--- src/rtl/clk_period_monitor.sv ---
// ============================================================================
// Module   : clk_period_monitor
// Brief    : Measures period/high time of a slow clock in fast-clock cycles,
//            with lock detection and a sticky no-edge timeout.
// Revision : 1.0 - initial release
// ============================================================================
`timescale 1ns/1ps
`default_nettype none

module clk_period_monitor #(
  parameter int CNT_W      = 16,
  parameter int LOCK_COUNT = 4,
  parameter int TIMEOUT    = 65535
) (
  input  logic             in_clk,
  input  logic             rst,
  input  logic             slow_clk,
  output logic [CNT_W-1:0] period,
  output logic [CNT_W-1:0] high_time,
  output logic             period_valid,
  output logic             locked,
  output logic             timeout
);

  localparam int RUN_W = $clog2(LOCK_COUNT + 1);
  localparam logic [CNT_W-1:0] C_TMO_LAST = CNT_W'(TIMEOUT - 1);
  localparam logic [RUN_W-1:0] C_LOCK     = RUN_W'(LOCK_COUNT);
  localparam logic [RUN_W-1:0] C_RUN_ONE  = RUN_W'(1);

  typedef enum logic [1:0] {
    S_IDLE = 2'd0,
    S_ARM  = 2'd1,
    S_MEAS = 2'd2
  } state_t;

  state_t           r_state;
  state_t           w_state_nxt;
  logic             r_s1, r_s2, r_s3;
  logic             w_rise, w_fall;
  logic [CNT_W-1:0] r_cnt;
  logic [CNT_W-1:0] r_high_pend;
  logic [CNT_W-1:0] w_meas;
  logic [RUN_W-1:0] r_run;
  logic [RUN_W-1:0] w_run_nxt;
  logic             w_publish;
  logic             w_tmo_hit;

  always_comb begin
    w_rise      = r_s2 & ~r_s3;
    w_fall      = ~r_s2 & r_s3;
    w_meas      = r_cnt + CNT_W'(1);
    w_tmo_hit   = ~w_rise && (r_cnt == C_TMO_LAST);
    w_publish   = w_rise && (r_state == S_MEAS);
    w_state_nxt = r_state;
    w_run_nxt   = r_run;

    // IDLE waits for a fall so the post-reset 0->1 synchroniser artefact is ignored
    case (r_state)
      S_IDLE:  if (w_fall) w_state_nxt = S_ARM;
      S_ARM:   if (w_rise) w_state_nxt = S_MEAS;
      S_MEAS:  w_state_nxt = S_MEAS;
      default: w_state_nxt = S_IDLE;
    endcase

    if (w_publish) begin
      if ((r_run != '0) && (w_meas == period)) begin
        w_run_nxt = (r_run >= C_LOCK) ? C_LOCK : r_run + C_RUN_ONE;
      end else begin
        w_run_nxt = C_RUN_ONE;
      end
    end

    if (w_tmo_hit) begin
      w_state_nxt = S_IDLE;
      w_run_nxt   = '0;
    end
  end

  always_ff @(posedge in_clk) begin
    if (rst) begin
      r_s1         <= 1'b0;
      r_s2         <= 1'b0;
      r_s3         <= 1'b0;
      r_cnt        <= '0;
      r_high_pend  <= '0;
      r_run        <= '0;
      r_state      <= S_IDLE;
      period       <= '0;
      high_time    <= '0;
      period_valid <= 1'b0;
      locked       <= 1'b0;
      timeout      <= 1'b0;
    end else begin
      r_s1    <= slow_clk;
      r_s2    <= r_s1;
      r_s3    <= r_s2;
      r_state <= w_state_nxt;
      r_run   <= w_run_nxt;

      if (w_rise) begin
        r_cnt <= '0;
      end else if (r_cnt != '1) begin
        r_cnt <= w_meas;
      end

      if (w_fall && (r_state == S_MEAS)) begin
        r_high_pend <= w_meas;
      end

      period_valid <= w_publish;
      if (w_publish) begin
        period    <= w_meas;
        high_time <= r_high_pend;
        locked    <= (w_run_nxt >= C_LOCK);
      end

      if (w_tmo_hit) begin
        timeout <= 1'b1;
        locked  <= 1'b0;
      end else if (w_rise) begin
        timeout <= 1'b0;
      end
    end
  end

endmodule

`default_nettype wire

--- config.mk ---
export PLATFORM = sky130hd
export DESIGN_NAME = clk_period_monitor
export DESIGN_NICKNAME = d
export VERILOG_FILES = /design/src/rtl/clk_period_monitor.sv
export SDC_FILE = /design/constraint.sdc
export NUM_CORES = 1
export LEC_CHECK = 0
export CORE_ASPECT_RATIO = 0.7
export CORE_MARGIN = 2
export CORE_UTILIZATION = 50
export DETAILED_ROUTE_END_ITERATION = 16
export HOLD_SLACK_MARGIN = 0.15
export PLACE_DENSITY = 0.69
export SYNTH_ARGS = -nofsm -noshare
export SYNTH_HDL_FRONTEND = slang
export SYNTH_SLANG_ARGS = --single-unit
export TNS_END_PERCENT = 5
--- constraint.sdc ---
create_clock -name in_clk -period 6.7 [get_ports in_clk]
set_clock_uncertainty 0.1 [all_clocks]
set_input_delay 1.34 -clock in_clk [delete_from_list [all_inputs] [get_ports in_clk]]
set_output_delay 1.34 -clock in_clk [all_outputs]
set_load 0.005 [all_outputs]
==> metrics.md, run 1 <==
| Metric | Value |
|---|---|
| ANT nets after route | 0 |
| Initial DRC count | 165 |
| Initial antenna violation count | 0 |
| Final routed DRC violation total | 0 |
| Slew headroom | 26.8% |
| TritonRoute pass-1 iters | 4 |
| Hold Crit Class | flop to flop |
| Num rows | 25 |
| Post_cts resized | 0 |
| Fmax | 353 MHz |
| Final Non-Filler Cells | 511 |
| CP cell instances | clkdlybuf4s50_1 |
| Status | finished, final reports clean |
| Core Util, Final | 60.8% |
| Placed insts | 495 |
| Post-route minimum period | 2.84 ns |
| Via density | 5.49 |
| Gr usage total | 21.6% |
| Routed len/inst | 15.2 um |
| Die area | 0.00765 sq mm |
| Largest net degree at the start of global routing | 55 |
| Synth cell types | 57 |
| Vias | 2807 |
| Fin crit share | 42.3% |
| Clk slew on worst S/H paths | 0.08 ns |
| Post-Syn Nets | 402 |
| RSZ-0062 raised after global routing | false |
| Core area | 0.00676 sq mm |
| Ports | 38 |
| Setup Fix Bufs, Post-CTS | 0 |
| Global-route wire length before repair | 12.8 mm |
| Die width | 104 um |
| Share of layout cells above drive strength 1 | 7.91% |
| Post-synth top area share | 43.2% |
| XOR/XNOR Fraction of Synth Area | 7.09% |
| Reg2reg setup slack | 3.93 ns |
| Critical Path Start Type | flop |
| Max cap viols | 0 |
| Final Max Slew Viols | 0 |
| Grt ovf | 0 |
| Critical setup path kind | flop to output pin |
| # setup viols final | 0 |
| Synth Area in Compound Gates | 18.5% |
| Synth Area in Simple Gates | 22.6% |
| Final hold violation count | 0 |
| Starting Density | 51.5% |
| Fin nets | 423 |
| Area of the multi-input gates | 0.00184 sq mm |
| Synth top area cells | dfxtp_1 43%, a211oi_1 6.9%, a21oi_1 5.2% |
| CTS tree | built |
| CP max-delay cell | clkdlybuf4s50_1 |
| Mapped Avg Cell Area | 8.90 sq um |
| EDFF count, synth | 0 |
| Htree depth | 3 |
| Max clock buf depth | 2 |
| Pleak | 1.33 nW |
| Req. time, crit path | 5.26 ns |
| Total design power | 0.932 mW |
| Register Area | 0.00150 sq mm |
| Mux cell area share after synthesis | 1.51% |
| Clk sink count | 75 |
| Share of synthesized flip-flops with an asynchronous set or reset | 0% |
| Adder-Cell Fraction of Synth Area | 2.88% |
| Routed Wire Length | 7.76 mm |
| Dominant cell type by area after synthesis | dfxtp_1 |
| CP peak stage delay | 0.56 ns |
| Register area share after synthesis | 43.2% |
| Synth Flop Type | dfxtp_1 |
| FILL cells | 606 |
| Max rail drop VDD | 0.119 mV |
| Cell Pwr Density | 227 mW/mm^2 |
| Layout area overhead | 18.1% |
| CP top delay family | buffers and inverters |
| Ant diodes | 0 |
| #FFs+latches synth | 75 |
| Syn Inst Count | 391 |
| IO Port Bufs | 37 |
| Critical-path maximum fanout | 6 |
| WP data arrival | 1.40 ns |
| Via count of the first global-routing pass | 2523 |
| Synth Warn # | 0 |
| Total negative slack | 0 ns |
| Total CTS buffers | 9 |
| Die Height | 73.8 um |
| Crit end category | output pin |
| Gpl congestion | 0.848 |
| Worst skew pair latency | 0.35 ns |
| DPL Wire Length | 5.47 mm |
| CP bufs+invs | 1 |
| Post-CTS Hold Fix Bufs | 0 |
| Largest family of logic cells by synthesized area | simple AND/OR/NAND/NOR gates |
| Root Driver | clkbuf_8 |
| Synthesized cell area | 0.00348 sq mm |
| Worst Tran Pin Value | 1.10 ns |
-- final cells by class --
type,instances,area share (%)
Multi-Input combinational cell,279,44.8
Sequential cell,75,36.6
Timing Repair Buffer,38,9.08
Clock buffer,10,3.11
Tap cell,94,2.86
Clock inverter,6,2.74
Inverter,9,0.822
-- Yosys cell counts (2+ instances only) --
cell	n
o21ai_1	2
nand4_1	2
nor2b_1	12
a21oi_1	36
o2111ai_1	2
a211oi_1	32
xnor3_1	2
nor3b_1	3
or2_2	2
nor4_2	2
clkbuf_1	21
nand3_2	2
o211ai_1	2
nor4_1	3
mux2i_1	3
nand2_1	43
buf_2	7
dfxtp_1	75
nand3_1	8
ha_1	8
xor2_1	5
nand3b_1	2
o21ai_0	2
a31oi_1	2
nor2_1	46
and2b_1	2
inv_1	9
nor3_1	3
xnor2_1	18
and4_1	5
nand2b_1	4
-- path summary, 6_finish.rpt --
path | startpoint | to | cells after the start
setup / recovery | period[12] | period[12] | 1
hold / removal | r_s1 | r_s2 | 1
setup reg to reg | r_cnt[0] | r_run[0] | 8
hold reg to reg | r_s1 | r_s2 | 1
-- metrics by stage --
stage | setup slack [ns] | cell area (sq um) | hold slack, ns
floorplan | 4.21 | 3480 | 0.314
CTS | 3.85 | 4110 | 0.344
global placement | 3.64 | 3870 | 0.335
global route | 3.78 | 4110 | 0.373
detailed placement | 3.59 | 3870 | 0.327
finish | 3.86 | 4110 | 0.343
-- sequential cells by signal, summed over array words and instances, names as in the netlist, 2 cells and up --
signal	flops
period	16
r_high_pend	16
high_time	16
r_run	3
r_state	2
r_cnt	16
-- cell families after synthesis --
logic type / count (synthesis)
buffers and inverters: 37
multiplexers: 5
AO/OA/AOI/OAI: 93
flip-flops: 75
XOR/XNOR: 25
AND/OR/NAND/NOR: 148
adder cells (fa/ha/maj): 8
-- layout by cell type (no fill, tap or decap), types with 5 or more instances in the layout --
master / netlist / final
xnor2_1: 18 / 18
dfxtp_1: 75 / 75
a21oi_1: 36 / 36
nor2b_1: 12 / 12
nand2_1: 43 / 43
and4_1: 5 / 5
xor2_1: 5 / 5
ha_1: 8 / 8
a211oi_1: 32 / 32
nand3_1: 8 / 8
clkbuf_8: 0 / 9
nor2_1: 46 / 45
clkdlybuf4s50_1: 0 / 36
inv_1: 9 / 9
-- per-layer routing --
layer	track usage (%)	wire, um
met5	0	0
met4	10.1	169
met1	29.7	3910
met2	32.8	3390
met3	4.88	292
-- where the power goes --
group | switching [mW] | total [mW] | internal, mW
Combinational | 0.0312 | 0.0548 | 0.0236
Clock | 0.166 | 0.415 | 0.249
Sequential | 0.00906 | 0.462 | 0.453
Total | 0.207 | 0.932 | 0.725
Note: power is estimated with default switching activity, not from simulation.
==> run 2, diff against run 1 <==
- PLACE_DENSITY: 0.69 -> 0.72
- clock period: 6.7 -> 2.59 ns (I/O delays scaled with it)
==> run 2 against run 1 <==
Effect of this change:
- die area unchanged
- cell area increased by 2.3%
- sequential power increased to 2.6 times the previous value
- first-iteration DRC count decreased by 25%
- final cell count increased by 1.8%
- sequential share of layout area decreased by 0.80 points
- combinational power increased to 2.8 times the previous value
- global-route usage increased by 0.57 points
- via count increased by 2.0%
- worst hold slack improved by 0.012 ns
- non-clock buffer count increased by 9
- routed wire length increased by 4.6%
- critical endpoint is now r_run[0]
- largest power group unchanged
- highest routed layer unchanged
==> metrics.md, run 2 (synthesis results as in run 1) <==
| Metric | Value |
|---|---|
| Status | finished, final reports clean (unchanged) |
| Critical-path maximum fanout | 7 (was 6) |
| WP data arrival | 2.55 ns (was 1.40 ns) |
| Final routed DRC violation total | 0 (unchanged) |
| Slew headroom | 63.1% (was 26.8%) |
| Die area | 0.00765 sq mm (unchanged) |
| Setup Fix Bufs, Post-CTS | 0 (unchanged) |
| Critical Path Start Type | flop (unchanged) |
| Commonest cells after routing, fill and taps aside | 74 x dfxtp_1, 45 x nor2_1, 43 x nand2_1 (was 75 x dfxtp_1, 45 x nor2_1, 43 x nand2_1) |
| Total negative slack | 0 ns (unchanged) |
| CTS tree | built (unchanged) |
| Cell Pwr Density | 584 mW/mm^2 (was 227 mW/mm^2) |
| Final Max Slew Viols | 0 (unchanged) |
| Switching part of the total | 23.1% (was 22.2%) |
| TritonRoute pass-1 iters | 4 (unchanged) |
| Gr usage total | 22.2% (was 21.6%) |
| Max cap viols | 0 (unchanged) |
| Clock Power Share | 45.1% (was 44.5%) |
| Part of the power in registers | 48.7% (was 49.6%) |
| Die width | 104 um (unchanged) |
| Htree depth | 3 (unchanged) |
| Gpl congestion | 0.920 (was 0.848) |
| Post-route minimum period | 2.41 ns |
| Max rail drop VDD | 0.264 mV (was 0.119 mV) |
| Pleak | 1.37 nW (was 1.33 nW) |
| Starting Density | 51.5% (unchanged) |
| Initial antenna violation count | 0 (unchanged) |
| Root Driver | clkbuf_8 (unchanged) |
| Num rows | 25 (unchanged) |
| Comb power frac | 6.3% (was 5.9%) |
| DPL Wire Length | 5.71 mm (was 5.47 mm) |
| Routed Wire Length | 8.12 mm (was 7.76 mm) |
| Share of layout cells above drive strength 1 | 10.6% (was 7.91%) |
| Fin nets | 432 (was 423) |
| Worst skew pair latency | 0.35 ns (about the same) |
| Most common cell after layout, fill and taps aside | dfxtp_1 (unchanged) |
| Clk sink count | 75 (unchanged) |
| Total CTS buffers | 9 (unchanged) |
| # setup viols final | 0 (unchanged) |
| Post_cts resized | 0 (unchanged) |
| Fin crit share | 92.9% |
| Crit end category | flop (was output pin) |
| Via density | 5.51 (was 5.49) |
| Hold Crit Class | flop to flop (unchanged) |
| Fmax | 415 MHz |
| R2r worst-path depth | 8 (unchanged) |
| Final hold violation count | 0 (unchanged) |
| Core area | 0.00676 sq mm (unchanged) |
| Largest net degree at the start of global routing | 43 (was 55) |
| Ports | 38 (unchanged) |
| Worst Tran Pin Value | 0.553 ns (was 1.10 ns) |
| Sw Pwr | 0.567 mW (was 0.207 mW) |
| Grt ovf | 0 (unchanged) |
| Vias | 2864 (was 2807) |
| Routed len/inst | 15.6 um (was 15.2 um) |
| Critical setup path kind | flop to flop (was flop to output pin) |
| Worst hold slack | 0.355 ns (was 0.343 ns) |
| Min-Delay Path Depth | 2 (was 1) |
| Via count of the first global-routing pass | 2628 (was 2523) |
| Clk slew on worst S/H paths | 0.08 ns (about the same) |
| ANT nets after route | 0 (unchanged) |
| Initial DRC count | 124 (was 165) |
| Design internal power | 1.89 mW (was 0.725 mW) |
| Layout area overhead | 20.8% (was 18.1%) |
| Ant diodes | 0 (unchanged) |
| Req. time, crit path | 2.73 ns (was 5.26 ns) |
| Die Height | 73.8 um (unchanged) |
| Post-CTS Hold Fix Bufs | 0 (unchanged) |
| Max clock buf depth | 2 (unchanged) |
| Global-route wire length before repair | 13.3 mm (was 12.8 mm) |
| FILL cells | 598 (was 606) |
| RSZ-0062 raised after global routing | false (unchanged) |
| IO Port Bufs | 37 (unchanged) |
==> run 2: changes by cell type in the layout (fill, tap and decap cells not counted) <==
| cell | change |
|---|---|
| a311oi_2 | +1 |
| clkinvlp_4 | +1 |
| inv_6 | +1 |
| dfxtp_2 | +1 |
| clkinv_2 | -1 |
| buf_4 | +8 |
| a311oi_1 | -1 |
| buf_12 | +1 |
| clkbuf_1 | -1 |
| dfxtp_1 | -1 |
==> run 2: metrics by stage <==
stage	instances	worst slack, ns	power, mW	utilization, %	instance area, sq um
finish	520	0.183	2.45	62.2	4200
global route	520	0.0296	2.54	62.2	4200
CTS	520	0.118	2.48	62.1	4200
detailed placement	504	0.137	1.37	58.4	3950
global placement	504	0.245	1.37	58.4	3950
floorplan	391	0.310	1.33	-	3480
==> run 2: power by group through the flow <==
stage	combinational, mW	sequential (mW)	clock [mW]
4_1_cts	0.155	1.19	1.13
5_1_grt	0.170	1.20	1.17
6_report	0.154	1.19	1.11
3_3_place_gp	0.149	1.22	0
3_5_place_dp	0.153	1.22	0
2_1_floorplan	0.114	1.21	0
==> run 2: worst paths after layout <==
check	endpoint	startpoint	slack, ns
setup / recovery	r_run[0]	r_cnt[1]	0.18
hold / removal	high_time[12]	r_high_pend[12]	0.35
setup reg to reg	r_run[0]	r_cnt[1]	0.18
hold reg to reg	high_time[12]	r_high_pend[12]	0.35
==> run 2: area by class of cell <==
type / instances / area, sq um / share of cell area (%)
Multi-Input combinational cell: 279 / 1850 / 44.0
Sequential cell: 75 / 1500 / 35.8
Timing Repair Buffer: 47 / 453 / 10.8
Clock buffer: 9 / 124 / 2.95
Clock inverter: 7 / 124 / 2.95
Tap cell: 94 / 118 / 2.80
Inverter: 9 / 33.8 / 0.804
==> run 2: routing by layer <==
layer	vias up	track usage (%)	part of all wire, %	routed length (um)
li1	1430	-	-	-
met1	1335	31.0	50	4090
met2	84	33.7	42	3410
met3	15	5.59	6.0	484
met4	0	7.51	1.6	132
met5	-	0	0	0
==> run 2: worst max-delay path, stage by stage (launching register included) <==
cell      delay [ns]
dfxtp_1         0.46
ha_1            0.23
buf_4           0.16
and4_1          0.28
a22oi_1         0.12
a311oi_2        0.30
o2111a_1        0.27
nand4b_2        0.17
o21ba_1         0.22
